### src/rtl/lcd_char_driver_if.sv
// Register-file read port plus HD44780 panel pins, driven by lcd_char_driver.
// No latency of its own; the panel has no backpressure, only fixed cycle timing.
interface lcd_char_driver_if;
    logic [4:0] sel;
    logic [7:0] char_in;
    logic       lcd_e;
    logic       lcd_rs;
    logic       lcd_rw;
    logic [7:0] lcd_db;
    logic       init_done;
    logic       frame_done;

    modport master (
        output sel, lcd_e, lcd_rs, lcd_rw, lcd_db, init_done, frame_done,
        input  char_in
    );

    modport slave (
        input  sel, lcd_e, lcd_rs, lcd_rw, lcd_db, init_done, frame_done,
        output char_in
    );
endinterface

### src/rtl/lcd_char_driver.sv
// Initialises a 16x2 HD44780 panel in 8-bit mode, then refreshes it from the 32-entry char file.
// Latency: byte period 1+T_SETUP+T_E+T_WAIT (T_CLEAR for clear); no backpressure, busy flag is never read.
module lcd_char_driver #(
    parameter int T_POWERUP = 750000,
    parameter int T_SETUP   = 2,
    parameter int T_E       = 12,
    parameter int T_WAIT    = 2000,
    parameter int T_CLEAR   = 82000
) (
    input  logic               clk,
    input  logic               rst_n,
    lcd_char_driver_if.master  bus
);

    typedef enum logic [2:0] {PWR, LOAD, SETUP, EHI, WAIT} phase_t;

    // Byte sequence: steps 0-3 init commands, 4 = line-1 address, 5-20 chars 0-15,
    // 21 = line-2 address, 22-37 chars 16-31, then back to 4.
    localparam logic [5:0]  STEP_CLEAR = 6'd2;
    localparam logic [5:0]  STEP_ADDR1 = 6'd4;
    localparam logic [5:0]  STEP_ADDR2 = 6'd21;
    localparam logic [5:0]  STEP_LAST  = 6'd37;
    localparam logic [19:0] PWR_END    = 20'(T_POWERUP - 1);
    localparam logic [19:0] SETUP_END  = 20'(T_SETUP - 1);
    localparam logic [19:0] E_END      = 20'(T_E - 1);
    localparam logic [19:0] WAIT_END   = 20'(T_WAIT - 1);
    localparam logic [19:0] CLEAR_END  = 20'(T_CLEAR - 1);

    phase_t      state, state_nxt;
    logic [19:0] cnt, cnt_nxt;
    logic [5:0]  step, step_nxt;
    logic [19:0] wait_end;
    logic        frame_end;

    logic [4:0]  sel_q;
    logic        e_q;
    logic        rs_q;
    logic [7:0]  db_q;
    logic        init_q;
    logic        frame_q;

    function automatic logic is_data(input logic [5:0] s);
        return (s > STEP_ADDR1) && (s != STEP_ADDR2);
    endfunction

    function automatic logic [4:0] char_idx(input logic [5:0] s);
        return (s < STEP_ADDR2) ? 5'(s - 6'd5) : 5'(s - 6'd6);
    endfunction

    function automatic logic [7:0] cmd_byte(input logic [5:0] s);
        logic [7:0] b;
        case (s)
            6'd0:       b = 8'h38;
            6'd1:       b = 8'h0C;
            6'd2:       b = 8'h01;
            6'd3:       b = 8'h06;
            STEP_ADDR1: b = 8'h80;
            default:    b = 8'hC0;
        endcase
        return b;
    endfunction

    always_comb begin
        state_nxt = state;
        cnt_nxt   = cnt + 20'd1;
        step_nxt  = step;
        wait_end  = (step == STEP_CLEAR) ? CLEAR_END : WAIT_END;
        unique case (state)
            PWR: if (cnt == PWR_END) begin
                state_nxt = LOAD;
                cnt_nxt   = '0;
            end
            LOAD: begin
                state_nxt = SETUP;
                cnt_nxt   = '0;
            end
            SETUP: if (cnt == SETUP_END) begin
                state_nxt = EHI;
                cnt_nxt   = '0;
            end
            EHI: if (cnt == E_END) begin
                state_nxt = WAIT;
                cnt_nxt   = '0;
            end
            WAIT: if (cnt == wait_end) begin
                state_nxt = LOAD;
                cnt_nxt   = '0;
                step_nxt  = (step == STEP_LAST) ? STEP_ADDR1 : step + 6'd1;
            end
            default: begin
                state_nxt = PWR;
                cnt_nxt   = '0;
            end
        endcase
        // Registered from next-state so the pulse lands on the final WAIT cycle of char 31.
        frame_end = (state_nxt == WAIT) && (step_nxt == STEP_LAST) && (cnt_nxt == WAIT_END);
    end

    always_ff @(posedge clk or negedge rst_n) begin
        if (!rst_n) begin
            state <= PWR;
            cnt   <= '0;
            step  <= '0;
        end else begin
            state <= state_nxt;
            cnt   <= cnt_nxt;
            step  <= step_nxt;
        end
    end

    always_ff @(posedge clk or negedge rst_n) begin
        if (!rst_n) begin
            sel_q   <= '0;
            e_q     <= 1'b0;
            rs_q    <= 1'b0;
            db_q    <= '0;
            init_q  <= 1'b0;
            frame_q <= 1'b0;
        end else begin
            e_q     <= (state_nxt == EHI);
            frame_q <= frame_end;
            init_q  <= (step >= STEP_ADDR1);
            if (state != LOAD && state_nxt == LOAD && is_data(step_nxt))
                sel_q <= char_idx(step_nxt);
            // char_in is only sampled here, so later file writes wait for the next visit.
            if (state == LOAD && state_nxt == SETUP) begin
                rs_q <= is_data(step);
                db_q <= is_data(step) ? bus.char_in : cmd_byte(step);
            end
        end
    end

    assign bus.sel        = sel_q;
    assign bus.lcd_e      = e_q;
    assign bus.lcd_rs     = rs_q;
    assign bus.lcd_rw     = 1'b0;
    assign bus.lcd_db     = db_q;
    assign bus.init_done  = init_q;
    assign bus.frame_done = frame_q;

endmodule

### src/flat_wrapper.sv
// flat-port wrapper written by rule: the top's interface ports become plain ports
module lcd_char_driver_flat 
#(
    parameter int T_POWERUP = 750000,
    parameter int T_SETUP   = 2,
    parameter int T_E       = 12,
    parameter int T_WAIT    = 2000,
    parameter int T_CLEAR   = 82000
)
  (clk, rst_n, bus_sel, bus_lcd_e, bus_lcd_rs, bus_lcd_rw, bus_lcd_db, bus_init_done, bus_frame_done, bus_char_in);
  lcd_char_driver_if bus_i ();
  input  logic clk;
  input  logic rst_n;
  output wire logic [$bits(bus_i.sel)-1:0] bus_sel;
  output wire logic [$bits(bus_i.lcd_e)-1:0] bus_lcd_e;
  output wire logic [$bits(bus_i.lcd_rs)-1:0] bus_lcd_rs;
  output wire logic [$bits(bus_i.lcd_rw)-1:0] bus_lcd_rw;
  output wire logic [$bits(bus_i.lcd_db)-1:0] bus_lcd_db;
  output wire logic [$bits(bus_i.init_done)-1:0] bus_init_done;
  output wire logic [$bits(bus_i.frame_done)-1:0] bus_frame_done;
  input wire logic [$bits(bus_i.char_in)-1:0] bus_char_in;
  assign bus_sel = bus_i.sel;
  assign bus_lcd_e = bus_i.lcd_e;
  assign bus_lcd_rs = bus_i.lcd_rs;
  assign bus_lcd_rw = bus_i.lcd_rw;
  assign bus_lcd_db = bus_i.lcd_db;
  assign bus_init_done = bus_i.init_done;
  assign bus_frame_done = bus_i.frame_done;
  assign bus_i.char_in = bus_char_in;
  lcd_char_driver #(.T_POWERUP(T_POWERUP), .T_SETUP(T_SETUP), .T_E(T_E), .T_WAIT(T_WAIT), .T_CLEAR(T_CLEAR)) u_core (.clk(clk), .rst_n(rst_n), .bus(bus_i));
endmodule
### config.mk
export PLATFORM = sky130hd
export DESIGN_NAME = lcd_char_driver_flat
export DESIGN_NICKNAME = d
export VERILOG_FILES = /design/src/rtl/lcd_char_driver_if.sv /design/src/rtl/lcd_char_driver.sv /design/src/flat_wrapper.sv
export SDC_FILE = /design/constraint.sdc
export NUM_CORES = 1
export LEC_CHECK = 0
export ABC_AREA = 1
export CORE_MARGIN = 4
export CORE_UTILIZATION = 40
export DETAILED_ROUTE_END_ITERATION = 8
export REMOVE_ABC_BUFFERS = 1
export SYNTH_ARGS = -nofsm -noshare
export SYNTH_HDL_FRONTEND = slang
export SYNTH_SLANG_ARGS = --single-unit
### constraint.sdc
create_clock -name clk -period 4.9 [get_ports clk]
set_input_delay 1.225 -clock clk [delete_from_list [all_inputs] [get_ports clk]]
set_output_delay 1.225 -clock clk [all_outputs]
set_load 0.01 [all_outputs]
Word level (Yosys, flattened, before mapping):

Cells that the tools add are included.

* register bits after elaboration: 46
* input port bits: 10

* add/subtract/negate cells: 4
* order comparisons: 4
* eq/ne operators: 22
* muxes and demuxes: 17
* reductions and logical operators: 9

Operators by type and width (number)
* 20-bit two-way mux: 4
* 20-bit case mux with 4 select lines: 1
* 8-bit case mux with 5 select lines: 1
* 20-bit by 1-bit adder with 20-bit output (second input constant): 1
* 20-bit by 1-bit == test with 1-bit output (second input constant): 1
* 20-bit by 11-bit == test with 1-bit output (second input constant): 1
* 20-bit == test: 1
* 20-bit == test (second input constant): 1
* 20-bit by 4-bit == test with 1-bit output (second input constant): 1
* 6-bit two-way mux: 3
* 17-bit two-way mux: 1
* 3-bit case mux with 5 select lines: 1
* 3-bit by 2-bit == test with 1-bit output (second input constant): 4
* 6-bit by 2-bit == test with 1-bit output (second input constant): 2
* 6-bit == test (second input constant): 2
* 6-bit by 3-bit greater-than comparator with 1-bit output (second input constant): 2
* 3-bit two-way mux: 4
* 6-bit by 5-bit inequality test with 1-bit output (second input constant): 2
* 5-bit by 3-bit subtractor with 5-bit output (second input constant): 2
* 8-bit two-way mux: 1
* 1-bit logical AND: 7
* 6-bit by 1-bit adder with 6-bit output (second input constant): 1
* 3-bit by 1-bit == test with 1-bit output (second input constant): 2
* 3-bit == test (second input constant): 2
* 8 further kinds: 8

Longest topological paths before layout:

Gate-level depths: netlist (run 1).

* depth after elaboration: 8
* depth in mapped cells: 20
* gate-level depth less buffers: 20

Least setup slack after synthesis (run 1):

No wires, ideal clock.

* kind: flip-flop to flip-flop
* from: register u_core.cnt[0]
* to: register u_core.sel_q[4] (netlist: u_core.bus.sel[4])
* data arrival time: 2230 ps
* data required time: 4835 ps
* setup slack: 2605 ps
* cell stages (with the launch flop): 17
* buffers on the path: 0
* clock period less this slack: 2295 ps
* path through: dfrtp_1 > ha_1 > nand3_4 > nor2_4 > nand3_4 > nor2_8 > nand3b_1 > nand2_1 > inv_1 > ha_1 > a21oi_1 > nor2_1 > nor2_1 > nand2_1 > nand2_1 > nand2_1 > nand2_1

* cells in the longest elaborated chain, start to end: 6
* elaborated cells on any way between the ends: 21
* classes of those cells: add/sub: 2; order compare: 2; eq/ne: 6; mux: 8; reduce/logical: 3

Ends and longest elaborated chain
* start, declared: line lcd_char_driver.sv:30 `logic [19:0] cnt, cnt_nxt;`
* start signal, assigned: line lcd_char_driver.sv:106 `cnt <= cnt_nxt;`
* 20-bit == test (*): line lcd_char_driver.sv:85 `WAIT: if (cnt == wait_end) begin`
* 6-bit two-way mux (*): line lcd_char_driver.sv:85
* 6-bit two-way mux (*): line lcd_char_driver.sv:68 `unique case (state)`
* named net u_core.step_nxt[1]: line lcd_char_driver.sv:31 `logic [5:0] step, step_nxt;`
* 6-bit by 3-bit greater-than comparator with 1-bit output or 6-bit by 5-bit inequality test with 1-bit output (tied branches): line lcd_char_driver.sv:43 `return (s > STEP_ADDR1) && (s != STEP_ADDR2);`
* 1-bit logical AND: line lcd_char_driver.sv:43
* 1-bit logical AND: line lcd_char_driver.sv:123 `if (state != LOAD && state_nxt == LOAD && is_data(step_nxt))`
* end signal, assigned: line lcd_char_driver.sv:124 `sel_q <= char_idx(step_nxt);`
* end, declared: line lcd_char_driver.sv:35 `logic [4:0] sel_q;`

Mark *: on every way through the listed nets, which the timed path passes. The rest lies on a longest branch.
A chain may end at the register's enable or synchronous reset.

Worst setup path in the final report (run 1):

Same ends and word-level chain as after synthesis.

==> impl_metrics.yaml, run 1 <==
clock_tree:
  worstSkewPairLatency_ps: 300
  cts_buffer_depth: 2
  cts_hold_buf: 0
  cts_root_buf: "clkbuf_8"
  cts_resized: 0
  postCtsSetupBuffers: 0
  clock-sinks: 46
  cts_tree: "done"
  clkTransAtPathRegs_ps: 90
  cts_buffers: 5
  htreeDepth: 2
route:
  wl_per_cell_microns: 14.4
  vias: 3126
  vias_per_cell: 5.03
  dr.first_iter.drc_count: 175
  dr.pass1.iters: 4
  totalWireLength_microns: 8960
  drc: 0
  route.antenna.remaining_nets: 0
outcome:
  outcome: "finished clean"
yosys:
  yosysSeqAreaShare_pct: 34.2
  ys_warn_count: 0
  synth_cell_types: 34
  ys_async_sr_fraction_pct: 100
  ys_ff_latch: 46
  netlist_area_sq_um: 3370
  synth-edff-count: 0
  synthFlopType: "dfrtp_1"
  syn_inst: 488
  synth.avg_cell_area_sq_um: 6.90
power_and_ir_drop:
  sequentialPowerShare_pct: 55.1
  internal_power_mw: 0.548
  ir_drop_uv: 137
  combPwrFrac_pct: 2.1
  leakage_nw: 1.94
  power_switching_share_pct: 20.3
  p_per_area_nw_per_um2: 179
  p_switching_mw: 0.140
  pwr-share-clk_pct: 42.8
cells_and_area:
  layout_commonest_cell: "nand2_1"
  diodes: 0
  num-nets-final: 537
  area_growth_pct: 13.9
  mostFrequentLayoutCells: "nand2_1, nor2_1, inv_1"
  drive_above_1_share_pct: 8.91
  final_cells: 621
timing:
  finalHoldViolCount: 0
  timing.final.crit_share_pct: 54.8
  worst_clock_skew_ps: 7.90
  hold_ws_ps: 493
  relSlewSlack_pct: 31.0
  rsz0062_at_grt: "false"
  drv_slew: 0
  fin_crit_ps: 2690
  max_freq_mhz: 372
  setup_viol: 0
  worstMarginPinSlew_ps: 1030
  tns_ps: 0
die:
  die_x_microns: 99.8
  initial_core_util_pct: 41.0
  die_h_microns: 99.8
  ios: 28
  die_area_sq_um: 9960
  fp-row-count: 33
  core_sq_um: 8220
worst_setup_path:
  crit_path_frequent_cell: "nand2_1"
  crit_path_start_kind: "flop"
  max_stage_delay_ps: 470
  crit-reg2reg-launch: "u_core.cnt[0]$_DFF_PN0_"
  critPathBufInv: 1
  arrival_ps: 2930
  crit_family: "simple AND/OR/NAND/NOR gates"
  crit_start: "u_core.cnt[0]$_DFF_PN0_"
  worst-setup-path-type: "flop to flop"
  cp.required_ps: 5140
  crit_path_end_kind: "flop"
  crit_slowest_cell: "dfrtp_1"
  crit_chain: "ha_1, nand3_4, nor2_4, nand3_4, nor2_8, nand3b_1, nand2_1, inv_1, ha_1, a21oi_1, nor2_1, nor2_1, nand2_1, nand2_1, nand2_1, nand2_1"
  critPathMaxFanout: 8
global_routing:
  grt_max_degree: 47
  grt.total_usage_pct: 18.9
  antenna_found_initial: 0
  use_met2_pct: 28.9
  use_met3_pct: 3.47
  use_met1_pct: 27.1
  grt_pass1_wl_microns: 15000
  grt_pass1_vias: 3010
  busiest_layer: "met2"
  grt-ovfl-total: 0
min_path:
  hold_start: "u_core.bus.sel[1]$_DFFE_PN0P_"
  min_path_type: "flop to flop"
placement:
  place.gp.congestion: 0.941
  dp_hpwl_microns: 6970
  dp_cells: 614
  port_buffers: 26
job:
  max_cap_viol_count: 0
[stage by stage]
stage	setup WS (ps)	utilization (%)	instance area [sq um]	power, mW
5_1_grt	1950	46.7	3840	0.717
6_report	2210	46.7	3840	0.688
2_1_floorplan	2590	-	3330	0.387
4_1_cts	2210	46.7	3840	0.699
3_3_place_gp	2290	45.3	3730	0.402
3_5_place_dp	2240	45.3	3730	0.402
[synthesized netlist by cell type (all sizes together), types with 5 or more instances]
library cell,instances,area share (%)
nand2,141,17
nor2,85,11
inv,71,8.0
nand3,56,10
dfrtp,46,34
nor3,18,2.8
nand4,15,2.8
ha,11,4.1
xor2,11,2.9
o21ai,7,1.0
buf,5,1.0
nand3b,5,1.2
[power groups by stage]
stage	combinational, mW	sequential (mW)	clock [mW]
6_report	0.0143	0.379	0.295
5_1_grt	0.0165	0.379	0.321
4_1_cts	0.0152	0.379	0.304
3_5_place_dp	0.0150	0.387	0
3_3_place_gp	0.0151	0.387	0
2_1_floorplan	0.000348	0.387	0
[worst min-delay path, cell delays in order, from the launching register on]
cell     delay, ps
dfrtp_1        370
nand2_1         60
nand2_1         40
[sequential cells by signal, summed over array words and instances (netlist names)]
| register | cells |
|---|---|
| u_core.cnt | 20 |
| u_core.bus.lcd_db | 8 |
| u_core.step | 6 |
| u_core.bus.sel | 5 |
| u_core.state | 3 |
| u_core.bus.frame_done | 1 |
| u_core.bus.init_done | 1 |
| u_core.bus.lcd_e | 1 |
| u_core.bus.lcd_rs | 1 |
[metal layers]
layer	vias to the layer above	share of wire, %
met5	-	0
met4	0	1.6
met3	11	6.0
met2	81	45
met1	1430	47
li1	1604	-
[final cells by class]
cell class,count,area (sq um)
clock buffers,6,82.6
well taps,105,131
multi-input cells,365,1910
clock inverters,1,30.0
fillers,863,4380
repair buffers,27,263
flip-flops and latches,46,1150
inverters,71,269
[final timing paths]
| path | depth (start not counted) | end | slack [ps] |
|---|---|---|---|
| max | 16 | u_core.bus.sel[4]$_DFFE_PN0P_ | 2210 |
| min | 2 | u_core.bus.sel[1]$_DFFE_PN0P_ | 490 |
| max reg2reg | 16 | u_core.bus.sel[4]$_DFFE_PN0P_ | 2210 |
| min reg2reg | 2 | u_core.bus.sel[1]$_DFFE_PN0P_ | 490 |
| max in group asynchronous | 1 | u_core.cnt[13]$_DFF_PN0_ | 3150 |
| min in group asynchronous | 1 | u_core.cnt[0]$_DFF_PN0_ | 1100 |
[kinds of logic after synthesis]
| kind of cell | Yosys count | synth area share [%] |
|---|---|---|
| AND/OR/NAND/NOR | 321 | 45.8 |
| buffers and inverters | 77 | 9.10 |
| flip-flops | 46 | 34.2 |
| AO/OA/AOI/OAI | 21 | 3.90 |
| XOR/XNOR | 11 | 2.86 |
| adder cells (fa/ha/maj) | 11 | 4.08 |
| other | 1 | 0.111 |
Note: power is estimated with default switching activity, not from simulation.
==> run 2: changes to the inputs <==
- clock period: 4.9 -> 2.66 ns (I/O delays scaled with it)
==> impl_metrics.yaml, run 2 (same netlist as run 1, synthesis figures left out) <==
placement:
  dp_cells: 624
  place.gp.congestion: 0.900
  post-place-ws_ps: 69.7
  placed_area_sq_um: 3810
  dp_hpwl_microns: 7050
  port_buffers: 26
timing:
  hold_ws_ps: 323
  timing.final.crit_share_pct: 89.6
  setup_ws_ps: 276
  worstMarginPinSlew_ps: 573
  drv_slew: 0
  setup_viol: 0
  worst_clock_skew_ps: 6.05
  fin_crit_ps: 2380
  finalHoldViolCount: 0
  relSlewSlack_pct: 61.5
  max_freq_mhz: 419
  tns_ps: 0
die:
  fp-row-count: 33
  initial_core_util_pct: 41.0
  ios: 28
  die_x_microns: 99.8
  die_area_sq_um: 9960
  die_h_microns: 99.8
  core_sq_um: 8220
route:
  vias_per_cell: 4.97
  route.antenna.remaining_nets: 0
  totalWireLength_microns: 8950
  drc: 0
  vias: 3149
  dr.first_iter.drc_count: 188
  wl_per_cell_microns: 14.1
  dr.pass1.iters: 4
cells_and_area:
  regMostFlops: "u_core.cnt"
  mostFrequentLayoutCells: "nand2_1, nor2_1, inv_1"
  layout_commonest_cell: "nand2_1"
  final_cell_area_sq_um: 3970
  largest_reg_flops: 20
  area_growth_pct: 17.8
  num-nets-final: 549
  diodes: 0
  final_util_pct: 48.3
  drive_above_1_share_pct: 12.9
  final_cells: 634
clock_tree:
  clock-sinks: 46
  cts_root_buf: "clkbuf_8"
  htreeDepth: 2
  worstSkewPairLatency_ps: 300
  cts_buffer_depth: 2
  cts_tree: "done"
  cts_hold_buf: 0
  cts_buffers: 5
  clkTransAtPathRegs_ps: 90
power_and_ir_drop:
  leakage_nw: 2.01
  ir_drop_uv: 165
  p_per_area_nw_per_um2: 318
  power_switching_share_pct: 21.3
  p_switching_mw: 0.269
  p_total_mw: 1.26
  pwr-share-clk_pct: 42.4
  sequentialPowerShare_pct: 55.3
  combPwrFrac_pct: 2.4
  internal_power_mw: 0.994
global_routing:
  grt_pass1_wl_microns: 15400
  grt_max_degree: 47
  grt.total_usage_pct: 19.1
  grt_pass1_vias: 3151
  grt-ovfl-total: 0
  antenna_found_initial: 0
worst_setup_path:
  critPathMaxFanout: 6
  worst-setup-path-type: "flop to flop"
  crit_path_start_kind: "flop"
  crit_path_end_kind: "flop"
  arrival_ps: 2590
  cp.required_ps: 2870
  rr_worst_depth: 16
job:
  max_cap_viol_count: 0
min_path:
  min_path_type: "input pin to asynchronous set/reset pin"
outcome:
  outcome: "finished clean"
[run 2: critical path, cell delays in order, from the launching register on]
cell and delay (ps):
dfrtp_1 400, inv_2 90, ha_2 220, nand3_4 120, nand2_2 130, nand3_4 100
nor2_8 160, nand3_1 140, nand2_2 140, inv_1 90, ha_1 200, nand2_1 100
nor2_2 50, nand2_2 70, nand3b_2 130, nand2_1 90, nand2_1 50
[run 2: layout make-up]
| cell class | instances | area (sq um) |
|---|---|---|
| clock buffers | 5 | 68.8 |
| repair buffers | 39 | 365 |
| clock inverters | 3 | 43.8 |
| well taps | 105 | 131 |
| inverters | 71 | 269 |
| fillers | 854 | 4250 |
| multi-input cells | 365 | 1940 |
| flip-flops and latches | 46 | 1150 |
[run 2: power by group through the flow]
stage                     clock network, mW  registers (mW)  logic, mW
after floorplan                           0           0.713   0.000641
after global placement                    0           0.713     0.0316
after detailed placement                  0           0.713     0.0314
after CTS                             0.562           0.699     0.0316
after global routing                  0.585           0.699     0.0346
final                                 0.535           0.699     0.0298
[run 2: path summary, 6_finish.rpt]
check / from / end / slack [ps]
setup reg to reg: u_core.step[0]$_DFF_PN0_ / u_core.bus.sel[3]$_DFFE_PN0P_ / 280
hold / removal: rst_n / u_core.cnt[4]$_DFF_PN0_ / 320
setup / recovery: u_core.step[0]$_DFF_PN0_ / u_core.bus.sel[3]$_DFFE_PN0P_ / 280
hold reg to reg: u_core.bus.sel[0]$_DFFE_PN0P_ / u_core.bus.sel[0]$_DFFE_PN0P_ / 480
max in group asynchronous: rst_n / u_core.bus.lcd_db[1]$_DFFE_PN0P_ / 2110
min in group clk: u_core.bus.sel[0]$_DFFE_PN0P_ / u_core.bus.sel[0]$_DFFE_PN0P_ / 480
[run 2: what timing repair did]
| action | in CTS | in global routing |
|---|---|---|
| endpoints found under the setup margin | 0 | 6 |
| gates resized for setup | 0 | 10 |
| buffers inserted | 0 | 2 |
[run 2: layer usage]
| layer | vias to the layer above | part of all wire (%) | GRT usage [%] |
|---|---|---|---|
| li1 | 1622 | - | - |
| met2 | 54 | 45 | 30.4 |
| met5 | - | 0 | 0 |
| met1 | 1462 | 50 | 27.5 |
| met3 | 11 | 4.0 | 2.57 |
| met4 | 0 | 1.4 | 4.73 |
==> run 3: changes to the inputs <==
- SETUP_SLACK_MARGIN: unset -> 0.4
==> impl_metrics.yaml, run 3 (same netlist as run 1, synthesis figures left out) <==
clock_tree:
  clock-sinks: 46
  cts_root_buf: "clkbuf_8"
  cts_hold_buf: 0
  cts_buffers: 5
  cts_tree: "done"
  cts_buffer_depth: 2
  clkTransAtPathRegs_ps: 90
  htreeDepth: 2
  worstSkewPairLatency_ps: 310
placement:
  placed_area_sq_um: 3810
  dp_hpwl_microns: 7050
  port_buffers: 26
  place.gp.congestion: 0.900
global_routing:
  grt_max_degree: 47
  grt_pass1_wl_microns: 15800
  grt-ovfl-total: 0
  grt_pass1_vias: 3246
  antenna_found_initial: 0
  grt.total_usage_pct: 19.7
worst_setup_path:
  crit_family: "simple AND/OR/NAND/NOR gates"
  crit_slowest_cell: "dfrtp_1"
  crit_path_end_kind: "flop"
  critPathBufInv: 3
  crit_path_frequent_cell: "nand2_1"
  cp.required_ps: 2870
  rrSetupSlack_ps: 380
  max_stage_delay_ps: 410
  rr_worst_depth: 16
  worstReg2RegEnd: "u_core.bus.sel[2]$_DFFE_PN0P_"
  arrival_ps: 2490
  crit_path_start_kind: "flop"
  critPathMaxFanout: 5
  crit-reg2reg-launch: "u_core.step[0]$_DFF_PN0_"
  worst-setup-path-type: "flop to flop"
  crit_chain: "buf_4, ha_2, and3_4, nand3_4, nand2_1, nand3b_1, nand2_2, inv_4, ha_4, a21oi_2, buf_4, nor2_1, nand2_1, nand2_1, nand2_1, nand2_1"
route:
  dr.pass1.iters: 5
  totalWireLength_microns: 9630
  wl_per_cell_microns: 14.5
  dr.first_iter.drc_count: 180
  vias_per_cell: 4.99
  route.antenna.remaining_nets: 0
  vias: 3313
  drc: 0
die:
  core_sq_um: 8220
  die_x_microns: 99.8
  fp-row-count: 33
  initial_core_util_pct: 41.0
  die_area_sq_um: 9960
  die_h_microns: 99.8
  ios: 28
timing:
  hold_ws_ps: 329
  tns_ps: 0
  finalHoldViolCount: 0
  rsz0062_at_grt: "true"
  fin_crit_ps: 2280
  worstMarginPinSlew_ps: 551
  relSlewSlack_pct: 63.0
  worst_clock_skew_ps: 5.28
  max_freq_mhz: 438
  timing.final.crit_share_pct: 85.8
  setup_viol: 0
  drv_slew: 0
cells_and_area:
  final_cell_area_sq_um: 4360
  regMostFlops: "u_core.cnt"
  mostFrequentLayoutCells: "nand2_1, nor2_1, inv_1"
  diodes: 0
  area_growth_pct: 29.3
  largest_reg_flops: 20
  layout_commonest_cell: "nand2_1"
  drive_above_1_share_pct: 23.8
  num-nets-final: 579
min_path:
  min_path_type: "input pin to asynchronous set/reset pin"
job:
  max_cap_viol_count: 0
power_and_ir_drop:
  ir_drop_uv: 178
  p_total_mw: 1.27
  leakage_nw: 2.15
  p_per_area_nw_per_um2: 291
outcome:
  outcome: "finished clean"
-- run 3: cell count changes in the layout (fill, tap and decap cells not counted), sizes merged --
cell / previous run / this run
buf: 14 / 44
-- run 3: layer usage --
metal  vias to the layer above  track usage (%)  part of all wire [%]
met2                        64             31.9                    46
met1                      1549             27.8                    49
met4                         0             4.83                   1.7
li1                       1687                -                     -
met3                        13             2.64                   3.5
met5                         -                0                     0
-- run 3: how the worst max path moves through the flow --
stage	depth (start not counted)	to	start	slack [ps]
global placement	17	u_core.bus.sel[4]$_DFFE_PN0P_	u_core.step[0]$_DFF_PN0_	150
finish	16	u_core.bus.sel[2]$_DFFE_PN0P_	u_core.step[0]$_DFF_PN0_	380
global route	16	u_core.bus.sel[4]$_DFFE_PN0P_	u_core.step[0]$_DFF_PN0_	210
CTS	16	u_core.bus.sel[4]$_DFFE_PN0P_	u_core.step[0]$_DFF_PN0_	400
floorplan	16	u_core.bus.sel[4]$_DFFE_PN0P_	u_core.cnt[0]$_DFF_PN0_	350
detailed placement	17	u_core.bus.sel[4]$_DFFE_PN0P_	u_core.step[0]$_DFF_PN0_	70
-- run 3: cell type report --
cell class	instances	area, sq um
clock buffers	5	68.8
clock inverters	3	43.8
multi-input cells	365	2080
well taps	105	131
inverters	71	274
repair buffers	69	594
fillers	820	3860
flip-flops and latches	46	1160
-- run 3: repair_timing --
| action | CTS | global route |
|---|---|---|
| endpoints found under the setup margin | 20 | 20 |
| pin swaps | 5 | 11 |
| setup buffers | 17 | 15 |
| cloned | 0 | 0 |
| resized for setup | 25 | 34 |
-- run 3: power breakdown --
part	total [mW]	leakage, nW	internal [mW]	switching [mW]
Clock	0.539	0.0585	0.282	0.257
Sequential	0.699	0.570	0.699	0
Combinational	0.0300	1.52	0.0138	0.0162
Total	1.27	2.15	0.994	0.273
-- run 3: stage by stage --
step	worst slack, ps	utilization (%)	instances
after floorplan	350	-	482
after global placement	147	46.4	624
after detailed placement	69.7	46.4	624
after CTS	403	50.1	649
after global routing	205	53.0	664
final	379	53.0	664
